`config.mk`:
```
export PLATFORM = sky130hd
export DESIGN_NAME = fetch_queue_flat
export DESIGN_NICKNAME = d
export VERILOG_FILES = /design/src/rtl/fetch_queue_if.sv /design/src/rtl/fetch_queue.sv /design/src/flat_wrapper.sv
export SDC_FILE = /design/constraint.sdc
export NUM_CORES = 1
export LEC_CHECK = 0
export ABC_CLOCK_PERIOD_IN_PS = 4100
export CORE_MARGIN = 2
export CORE_UTILIZATION = 25
export DETAILED_ROUTE_END_ITERATION = 12
export PLACE_DENSITY_LB_ADDON = 0.1
export SKIP_LAST_GASP = 1
export SLEW_MARGIN = 30
export SYNTH_ARGS = -nofsm -noshare
export SYNTH_HDL_FRONTEND = slang
export SYNTH_SLANG_ARGS = --single-unit
```
`constraint.sdc`:
```
create_clock -name clk -period 4.1 [get_ports clk]
set_clock_uncertainty 0.2 [all_clocks]
set_input_delay 0.41 -clock clk [delete_from_list [all_inputs] [get_ports clk]]
set_output_delay 0.41 -clock clk [all_outputs]
set_load 0.01 [all_outputs]
```
`src/rtl/fetch_queue_if.sv`:
```
// Fetch-to-decode handshake bundle for the instruction prefetch queue.
// master = fetch/decode side, slave = the queue itself.
interface fetch_queue_if #(
  parameter int unsigned DEPTH = 4
);
  localparam int unsigned CW = $clog2(DEPTH) + 1;

  logic          flush;
  logic          fetch_valid;
  logic [31:0]   fetch_pc;
  logic [31:0]   fetch_instr;
  logic          fetch_ready;
  logic          dec_valid;
  logic          dec_ready;
  logic [31:0]   dec_pc;
  logic [31:0]   dec_pc4;
  logic [31:0]   dec_instr;
  logic          dec_misaligned;
  logic [CW-1:0] count;

  modport master (
    output flush, fetch_valid, fetch_pc, fetch_instr, dec_ready,
    input  fetch_ready, dec_valid, dec_pc, dec_pc4, dec_instr, dec_misaligned, count
  );

  modport slave (
    input  flush, fetch_valid, fetch_pc, fetch_instr, dec_ready,
    output fetch_ready, dec_valid, dec_pc, dec_pc4, dec_instr, dec_misaligned, count
  );
endinterface

```
`src/rtl/fetch_queue.sv`:
```
// Instruction prefetch FIFO: first-word fall-through head, one-cycle flush on redirect.
// DEPTH must be a power of two >= 2 so the pointers wrap by natural overflow.
module fetch_queue #(
  parameter int unsigned DEPTH     = 4,
  parameter logic [31:0] NOP_INSTR = 32'h00000013
) (
  input logic          clk,
  input logic          reset,
  fetch_queue_if.slave bus
);
  localparam int unsigned AW = $clog2(DEPTH);
  localparam int unsigned CW = AW + 1;

  typedef struct packed {
    logic [31:0] pc;
    logic [31:0] instr;
  } entry_t;

  entry_t        mem_q [DEPTH];
  logic [AW-1:0] wptr_q, wptr_d;
  logic [AW-1:0] rptr_q, rptr_d;
  logic [CW-1:0] count_q, count_d;

  logic   full, empty, push, pop;
  entry_t head;
  logic [31:0] dec_pc;

  assign full  = (count_q == CW'(DEPTH));
  assign empty = (count_q == '0);
  // Acceptance depends only on registered occupancy, never on dec_ready.
  assign push  = bus.fetch_valid && !full;
  assign pop   = bus.dec_ready && !empty;

  always_comb begin
    wptr_d  = wptr_q;
    rptr_d  = rptr_q;
    count_d = count_q;
    if (bus.flush) begin
      wptr_d  = '0;
      rptr_d  = '0;
      count_d = '0;
    end else begin
      if (push) wptr_d = wptr_q + AW'(1);
      if (pop)  rptr_d = rptr_q + AW'(1);
      unique case ({push, pop})
        2'b10:   count_d = count_q + CW'(1);
        2'b01:   count_d = count_q - CW'(1);
        default: count_d = count_q;
      endcase
    end
  end

  always_ff @(posedge clk or posedge reset) begin
    if (reset) begin
      wptr_q  <= '0;
      rptr_q  <= '0;
      count_q <= '0;
    end else begin
      wptr_q  <= wptr_d;
      rptr_q  <= rptr_d;
      count_q <= count_d;
    end
  end

  always_ff @(posedge clk) begin
    if (push && !bus.flush) begin
      mem_q[wptr_q] <= '{pc: bus.fetch_pc, instr: bus.fetch_instr};
    end
  end

  assign head = mem_q[rptr_q];

  always_comb begin
    dec_pc             = '0;
    bus.dec_instr      = NOP_INSTR;
    bus.dec_misaligned = 1'b0;
    if (!empty) begin
      dec_pc             = head.pc;
      bus.dec_instr      = head.instr;
      bus.dec_misaligned = (head.pc[1:0] != 2'b00);
    end
  end

  assign bus.dec_pc      = dec_pc;
  assign bus.dec_pc4     = dec_pc + 32'd4;
  assign bus.dec_valid   = !empty;
  assign bus.fetch_ready = !full;
  assign bus.count       = count_q;
endmodule
```
`src/flat_wrapper.sv`:
```
// flat-port wrapper written by rule: the top's interface ports become plain ports
module fetch_queue_flat 
#(
  parameter int unsigned DEPTH     = 4,
  parameter logic [31:0] NOP_INSTR = 32'h00000013
)
  (clk, reset, bus_flush, bus_fetch_valid, bus_fetch_pc, bus_fetch_instr, bus_dec_ready, bus_fetch_ready, bus_dec_valid, bus_dec_pc, bus_dec_pc4, bus_dec_instr, bus_dec_misaligned, bus_count);
  fetch_queue_if #(.DEPTH(DEPTH)) bus_i ();
  input logic clk;
  input logic reset;
  input wire logic [$bits(bus_i.flush)-1:0] bus_flush;
  input wire logic [$bits(bus_i.fetch_valid)-1:0] bus_fetch_valid;
  input wire logic [$bits(bus_i.fetch_pc)-1:0] bus_fetch_pc;
  input wire logic [$bits(bus_i.fetch_instr)-1:0] bus_fetch_instr;
  input wire logic [$bits(bus_i.dec_ready)-1:0] bus_dec_ready;
  output wire logic [$bits(bus_i.fetch_ready)-1:0] bus_fetch_ready;
  output wire logic [$bits(bus_i.dec_valid)-1:0] bus_dec_valid;
  output wire logic [$bits(bus_i.dec_pc)-1:0] bus_dec_pc;
  output wire logic [$bits(bus_i.dec_pc4)-1:0] bus_dec_pc4;
  output wire logic [$bits(bus_i.dec_instr)-1:0] bus_dec_instr;
  output wire logic [$bits(bus_i.dec_misaligned)-1:0] bus_dec_misaligned;
  output wire logic [$bits(bus_i.count)-1:0] bus_count;
  assign bus_i.flush = bus_flush;
  assign bus_i.fetch_valid = bus_fetch_valid;
  assign bus_i.fetch_pc = bus_fetch_pc;
  assign bus_i.fetch_instr = bus_fetch_instr;
  assign bus_i.dec_ready = bus_dec_ready;
  assign bus_fetch_ready = bus_i.fetch_ready;
  assign bus_dec_valid = bus_i.dec_valid;
  assign bus_dec_pc = bus_i.dec_pc;
  assign bus_dec_pc4 = bus_i.dec_pc4;
  assign bus_dec_instr = bus_i.dec_instr;
  assign bus_dec_misaligned = bus_i.dec_misaligned;
  assign bus_count = bus_i.count;
  fetch_queue #(.DEPTH(DEPTH), .NOP_INSTR(NOP_INSTR)) u_core (.clk(clk), .reset(reset), .bus(bus_i));
endmodule
```
Word level (Yosys, flattened, before mapping)
Memories as Yosys holds them, arrays and structs flattened.
Index checks and enable logic that the tools add are counted.
Word-level totals
  flip-flop bits (word level): 7
  memory bits (writable): 256
  bits of input ports: 69
  output and inout port bits: 102
  word-level logic and storage cells: 34
  memories: 1
Cells by class
  $add $sub $neg: 5
  eq/ne operators: 3
  mux-type cells: 11
  reductions and logical operators: 11
Memory list
  u_core.mem_q: words 4, bits a word 64, read ports 1, clocked after Yosys merged registers in 0, write ports 1, line fetch_queue.sv:19  | entry_t mem_q [DEPTH];
Operators by type and width (count)
  32-bit 2-to-1 mux: 2
  32-bit by 3-bit adder with 32-bit output (second input constant): 1
  2-bit 2-to-1 mux: 4
  3-bit one-hot mux with 2 select lines: 1
  2-bit nonzero test: 3
  2-bit by 1-bit adder with 2-bit output (second input constant): 2
  3-bit by 1-bit adder with 3-bit output (second input constant): 1
  3-bit equality test (second input constant): 1
  1-bit logical AND: 3
  1-bit zero test: 3
  3-bit zero test: 1
  1-bit 2-to-1 mux: 3
  3-bit 2-to-1 mux: 1
  3-bit nonzero test: 1
  3-bit by 1-bit subtractor with 3-bit output (second input constant): 1
  2-bit by 1-bit equality test with 1-bit output (second input constant): 1
  2-bit equality test (second input constant): 1

Longest topological paths before layout
Gate-level depths: netlist of the first run.
  depth after elaboration: 6
  depth in mapped cells: 11

Worst setup path after synthesis of the first run
OpenSTA, ideal clock, no wires.
  kind: flip-flop to output port
  from: register u_core.count_q[0] (netlist: u_core.bus.count[0])
  to: output bus_dec_pc4[30]
  data arrival time: 2569 ps
  slack: 921 ps
  cell stages (with the launch flop): 12
  path buffers: 2
  cells stage by stage: dfrtp_1 -> nor3_1 -> inv_1 -> buf_2 -> clkbuf_1 -> and2_1 -> ha_1 -> and3_2 -> o2111a_1 -> nand4_1 -> nor4_2 -> xor2_1
On the way
  word-level cells in the longest chain between the ends: 3
Ends and longest elaborated chain
  start: declaration: line fetch_queue.sv:22  | logic [CW-1:0] count_q, count_d;
  start signal: assignment: line fetch_queue.sv:61  | count_q <= count_d;
  3-bit zero test: line fetch_queue.sv:29  | assign empty = (count_q == '0);
  32-bit 2-to-1 mux: line fetch_queue.sv:77  | if (!empty) begin
  via bus_dec_pc[3]: line flat_wrapper.sv:18  | output wire logic [$bits(bus_i.dec_pc)-1:0] bus_dec_pc;
  32-bit by 3-bit adder with 32-bit output: line fetch_queue.sv:85  | assign bus.dec_pc4 = dec_pc + 32'd4;
  end: declaration: line flat_wrapper.sv:19  | output wire logic [$bits(bus_i.dec_pc4)-1:0] bus_dec_pc4;
The timed path passes the listed nets, and every way through them passes these cells.

Final worst setup path of the first run
  from: register u_core.rptr_q[0]
  to: output bus_dec_pc4[30]
On the way
  word-level cells in the longest chain between the ends: 3
Ends and longest elaborated chain
  start: declaration: line fetch_queue.sv:21  | logic [AW-1:0] rptr_q, rptr_d;
  start signal: assignment: line fetch_queue.sv:60  | rptr_q <= rptr_d;
  memory read 4 x 64 bit
  32-bit 2-to-1 mux: line fetch_queue.sv:77
  32-bit by 3-bit adder with 32-bit output: line fetch_queue.sv:85
Every way passes these cells.

==> results of run 1 <==
==> sequential cells by signal, indices dropped and copies added, names as in the netlist <==
signal and count:
u_core.wptr_q 2, u_core.rptr_q 2, u_core.mem_q 256, u_core.bus.count 3
==> final cells by class <==
cell class	count	area share, %
repair buffers	194	13.42
clock inverters	16	1.024
inverters	15	0.3810
diodes	1	0.01693
multi-input cells	295	20.82
flip-flops and latches	263	53.25
well taps	592	5.012
clock buffers	44	6.079
==> final timing paths <==
path,endpoint,slack [ps],start,cells past startpoint
max in group asynchronous,u_core.rptr_q[0],2890,reset,3
worst max register to register,u_core.mem_q[2][4],1560,u_core.bus.count[2],5
min in group asynchronous,u_core.bus.count[0],530,reset,3
worst min register to register,u_core.wptr_q[1],390,u_core.wptr_q[1],2
worst max-delay path,bus_dec_pc4[30],60,u_core.rptr_q[0],10
worst min-delay path,u_core.mem_q[2][14],330,bus_fetch_instr[14],1
==> metrics by stage <==
step / instance area (um2) / hold WS (ps) / util [%] / instances / setup slack, ps
3_5_place_dp: 13570 / 375.3 / 30.75 / 1350 / 255.5
4_1_cts: 14680 / 302.0 / 33.26 / 1413 / -65.81
5_1_grt: 14780 / 316.8 / 33.49 / 1419 / -110.2
3_3_place_gp: 13570 / 360.2 / 30.75 / 1350 / 263.2
6_report: 14780 / 329.7 / 33.49 / 1420 / 56.65
2_1_floorplan: 11130 / 13.40 / - / 605 / 920.5
==> Yosys cell counts, drive strengths merged, types with 6 or more instances <==
cell    number
and2        57
buf         20
clkbuf      12
dfrtp        7
edfxtp     256
inv         15
mux4        68
nand2       39
nand3       15
nand4        6
nor2        25
nor4         7
xnor2       14
xor2        18
==> critical path: stages (launching register included) <==
cell and delay [ps]:
dfrtp_4 520, mux4_1 410, and2_1 160, ha_1 180
and3_2 230, o2111a_2 250, nand4_1 110, buf_4 180
nor4_2 170, xor2_1 160, clkdlybuf4s50_1 550
==> kinds of logic after synthesis <==
kind of cell | Yosys count
flip-flops | 263
buffers and inverters | 47
multiplexers | 69
AND/OR/NAND/NOR | 169
AO/OA/AOI/OAI | 19
adder cells (fa/ha/maj) | 6
XOR/XNOR | 32
==> per-layer routing <==
layer | vias up | routed length, um | track usage [%] | share of wire [%]
li1 | 2782 | - | - | -
met1 | 3178 | 12000 | 15.18 | 41
met2 | 170 | 14590 | 22.06 | 50
met3 | 44 | 1840 | 3.609 | 6.4
met4 | 4 | 486 | 2.920 | 1.7
met5 | - | 21 | 0 | 0.073
==> power by group through the flow <==
stage | logic, mW | clock network (mW) | registers (mW)
3_5_place_dp | 3.95 | 0 | 3.29
2_1_floorplan | 1.98 | 0 | 3.26
5_1_grt | 4.24 | 2.99 | 3.25
6_report | 3.92 | 2.77 | 3.23
4_1_cts | 4.00 | 2.88 | 3.24
3_3_place_gp | 3.95 | 0 | 3.28
==> what timing repair did <==
action | in CTS | in global routing
pin swaps | 2 | 3
hold endpoints to repair | 7 | 0
gates cloned | 0 | 0
buffers inserted | 2 | 6
resized for setup | 8 | 20
endpoints found under the setup margin | 21 | 17
hold buffers | 1 | 0
==> run summary, run 1 <==
outcome = finished, final reports clean
initial antenna violation count = 2
average cell area after synthesis = 18.39 um2
Peak Freq = 247.3 MHz
Port Buffers = 170
post-synth cell types = 47
Post-synth EDFFs = 256
multi-input combinational cell area = 3077 um2
top-level I/O count = 171
share of layout cells above drive strength 1 = 19.35%
# H-tree levels = 2
required time of the critical path = 3490 ps
vias per cell = 4.351
gp weighted congestion = 0.7721
worst path arrival time = 3430 ps
Gate power share = 39.5%
remaining routing DRC violations = 0
worst hold path type = in2reg
largest cells by area after synthesis = edfxtp_1 (69%), mux4_2 (11%), and2_1 (3.1%)
fill count = 4334
post-synthesis adder-cell area fraction = 0.7421%
Final setup viols = 0
post-synth top area cell = edfxtp_1
Final nets = 878
core footprint = 44120 um2
critical setup path kind = reg2out
fraction of synthesized area in multiplexers = 14.26%
slew margin rel. = 66.19%
routed wire length = 28.95 mm
Yosys top cell area share = 69.08%
initial DRC count = 287
gr usage total = 12.54%
Simple-Gate Fraction of Synth Area = 8.500%
unrepaired setup endpoints after global routing = yes
width of the die = 215.0 um
pwr/cell area = 671.6 nW/um2
sequential power share = 32.6%
die height = 215.0 um
CTS Buf Count = 34
GR Overflow Total = 0
Rows = 77
Least-Margin Pin Slew = 506.6 ps
flops & latches, synth = 263
Worst Path Max Fanout = 6
CP Launch Type = flop
sequential-to-total area share from yosys stat = 70.65%
vias = 6178
dpl hpwl = 18.85 mm
Internal = 6.840 mW
final worst path period need = 4043 ps
worst skew pair latency = 510 ps
area grow syn2layout = 32.81%
commonest non-fill, non-tap cell in the layout = edfxtp_1
vias in the first global route = 6898
Synth Instances = 605
first-pass GRT wire length = 43.28 mm
async set or reset register ratio after synthesis = 2.662%
most frequent cells in the layout = edfxtp_1 (256), clkdlybuf4s50_1 (167), mux4_2 (59), and2_1 (51), nand2_1 (39)
clock tree buffer depth = 3
initial core utilization = 25.22%
dominant synthesized flop cell = edfxtp_1
Sw Share = 31.09%
final slew viol count = 0
flip-flop and latch area = 7870 um2
Ys Warns = 0
P_leak = 4.798 nW
Sum Neg Setup Slack = 0 ps
Compound-Gate Fraction of Synth Area = 1.136%
CP Capture Type = output port
TritonCTS clock tree = yes
DR pass1 iterations = 4
syn nets = 680
WL/cell = 20.38 um
Tcrit/Tclk final = 98.62%
total clock sinks = 263
Psw = 3.085 mW
Syn Std Cell Area = 11130 um2
largest net degree at the start of global routing = 41
Reg clk slew, reported paths = 50 ps
xor/xnor share of the synthesized area = 2.519%
peak supply drop = 0.3879 mV
clock power share = 27.9%
DIE AREA = 46220 um2
final hold vios = 0
Clock Tree Root = clkbuf_16
post-route ant nets = 0
Total Power = 9.925 mW
largest family of logic cells by synthesized area = multiplexers
max_cap viols = 0
(Power assumes the default switching activity.)
==> run 2, diff against run 1 <==
--- a/config.mk
+++ b/config.mk
@@ -6,6 +6,7 @@
 export NUM_CORES = 1
 export LEC_CHECK = 0
 export ABC_CLOCK_PERIOD_IN_PS = 4100
+export CAP_MARGIN = 5
 export CORE_MARGIN = 2
 export CORE_UTILIZATION = 25
 export DETAILED_ROUTE_END_ITERATION = 12
==> results of run 2 <==
Final layout, timing and power as in run 1 (identical DEF).
==> run 3, diff against run 2 <==
--- a/config.mk
+++ b/config.mk
@@ -5,7 +5,7 @@
 export SDC_FILE = /design/constraint.sdc
 export NUM_CORES = 1
 export LEC_CHECK = 0
-export ABC_CLOCK_PERIOD_IN_PS = 4100
+export ABC_CLOCK_PERIOD_IN_PS = 5100
 export CAP_MARGIN = 5
 export CORE_MARGIN = 2
 export CORE_UTILIZATION = 25
==> constraint.sdc (replaced) <==
create_clock -name clk -period 5.1 [get_ports clk]
set_clock_uncertainty 0.2 [all_clocks]
set_input_delay 0.51 -clock clk [delete_from_list [all_inputs] [get_ports clk]]
set_output_delay 0.51 -clock clk [all_outputs]
set_load 0.01 [all_outputs]
==> run 3 against run 2 <==
  * Clock power shrank 19%
  * Sequential share of layout area grew 0.53 points
  * Setup slack gained 320 ps
  * Critical endpoint is now bus_dec_pc4[31]
  * Highest routed layer unchanged
==> run summary, run 3 (synthesis results as in run 1) <==
outcome = finished, final reports clean
Final nets = 869 (-1.0%)
Tcrit/Tclk final = 92.70%
initial DRC count = 292 (+1.7%)
TritonCTS clock tree = yes
Largest register FFs = 256 (unchanged)
die height = 215.0 um (unchanged)
area grow syn2layout = 31.50%
Total Power = 7.915 mW (-20%)
reg-to-reg slack, setup = 2270 ps (+710 ps)
sequential power share = 33.4% (+0.8 points)
most frequent cells in the layout = edfxtp_1 (256), clkdlybuf4s50_1 (170), mux4_2 (56), and2_1 (51), nand2_1 (39)
GR Overflow Total = 0 (unchanged)
# H-tree levels = 1 (-1)
metal2 WL = 14.18 mm (-2.9%)
Final setup viols = 0 (unchanged)
gr usage total = 12.41% (-0.14 points)
Top Metal Used = met5
Clock Tree Root = clkbuf_16
required time of the critical path = 4390 ps (+900 ps)
DR pass1 iterations = 4 (unchanged)
post-route ant nets = 0 (unchanged)
CP Capture Type = output port
Reg clk slew, reported paths = 60 ps (about the same)
final hold vios = 0 (unchanged)
worst skew pair latency = 580 ps (+70 ps)
total clock sinks = 263 (unchanged)
clock tree buffer depth = 3 (unchanged)
gp weighted congestion = 0.7129 (-7.7%)
Internal = 5.468 mW (-20%)
top-level I/O count = 171 (unchanged)
core footprint = 44120 um2 (unchanged)
Port Buffers = 170 (unchanged)
remaining routing DRC violations = 0 (unchanged)
pwr/cell area = 540.9 nW/um2 (-19%)
length of routed met3 wiring = 1.640 mm (-11%)
Gate power share = 38.4% (-1.1 points)
Top reg by flops = u_core.mem_q
vias = 6104 (-1.2%)
CTS resizes = 0 (-8)
fill count = 4326 (-0.18%)
initial core utilization = 25.22% (unchanged)
Peak Freq = 211.5 MHz
Least-Margin Pin Slew = 658.2 ps (+151.6 ps)
clock power share = 28.2% (+0.3 points)
WL/cell = 20.44 um (+0.26%)
P_leak = 4.723 nW (-1.6%)
dpl hpwl = 18.93 mm (+0.45%)
critical setup path kind = reg2out
flip-flop and latch area = 7870 um2 (unchanged)
first-pass GRT wire length = 43.04 mm (-0.54%)
Psw = 2.447 mW (-21%)
peak supply drop = 0.2682 mV (-31%)
width of the die = 215.0 um (unchanged)
DIE AREA = 46220 um2 (unchanged)
vias per cell = 4.326 (-0.57%)
final worst path period need = 4728 ps
worst path arrival time = 4020 ps (+590 ps)
worst hold path type = in2reg
M1 WL = 12.40 mm (+3.3%)
Worst Path Max Fanout = 24 (+18)
Min Hold Slack = 357.2 ps (+27.43 ps)
slew margin rel. = 55.85% (-10 points)
multi-input combinational cell area = 3037 um2 (-1.3%)
unrepaired setup endpoints after global routing = no
initial antenna violation count = 2 (unchanged)
commonest non-fill, non-tap cell in the layout = edfxtp_1
CP Launch Type = flop
CTS Buf Count = 31 (-8.8%)
share of layout cells above drive strength 1 = 17.11% (-2.2 points)
routed wire length = 28.84 mm (-0.38%)
final slew viol count = 0 (unchanged)
Sw Share = 30.91% (-0.17 points)
max_cap viols = 0 (unchanged)
Sum Neg Setup Slack = 0 ps (unchanged)
Rows = 77 (unchanged)
largest net degree at the start of global routing = 52 (+27%)
vias in the first global route = 6838 (-0.87%)
run 3: area by class of cell:
type                    count  share of cell area (%)
inverters                  15                  0.3847
diodes                      1                 0.01710
flip-flops and latches    263                   53.78
clock buffers              33                   5.352
repair buffers            188                   12.91
clock inverters            24                   1.744
well taps                 592                   5.062
multi-input cells         295                   20.75
run 3: per-layer routing:
metal,track usage [%],vias to the layer above
met5,0,-
met3,3.142,39
met1,15.58,3130
met2,21.42,161
met4,3.011,4
li1,-,2770
run 3: critical path: stages, from the launching register on:
cell	delay, ps
dfrtp_4	730
buf_4	410
buf_4	350
mux4_2	410
nor3b_2	250
nand3_1	160
nor4_1	340
xor2_1	190
clkdlybuf4s50_1	560
run 3: worst paths after layout:
check	start	to	cells after the start
setup reg to reg	u_core.bus.count[2]	u_core.mem_q[0][7]	6
hold / removal	bus_fetch_pc[10]	u_core.mem_q[3][42]	1
max in group asynchronous	reset	u_core.rptr_q[0]	3
setup / recovery	u_core.rptr_q[0]	bus_dec_pc4[31]	8
min in group asynchronous	reset	u_core.wptr_q[1]	3
hold reg to reg	u_core.wptr_q[1]	u_core.wptr_q[1]	2
run 3: power by group through the flow:
| stage | logic, mW | clock network, mW | registers (mW) |
|---|---|---|---|
| 2_1_floorplan | 1.59 | 0 | 2.62 |
| 3_3_place_gp | 3.09 | 0 | 2.69 |
| 3_5_place_dp | 3.11 | 0 | 2.70 |
| 4_1_cts | 3.13 | 2.31 | 2.65 |
| 5_1_grt | 3.28 | 2.38 | 2.67 |
| 6_report | 3.04 | 2.23 | 2.65 |
run 3: metrics by stage:
stage                     setup WS (ps)  util (%)  cell area, um2  cells
after detailed placement          868.2     30.65           13520   1349
after global routing              66.27     33.16           14630   1410
after CTS                         222.3     33.02           14570   1407
final                             372.4     33.17           14630   1411
after floorplan                    1821         -           11130    605
after global placement            904.0     30.60           13500   1348
run 3: repair_timing:
item / 4_1_cts / 5_1_grt
endpoints found under the hold margin: 7 / 0
hold buffers: 1 / 0
setup buffers: 0 / 0
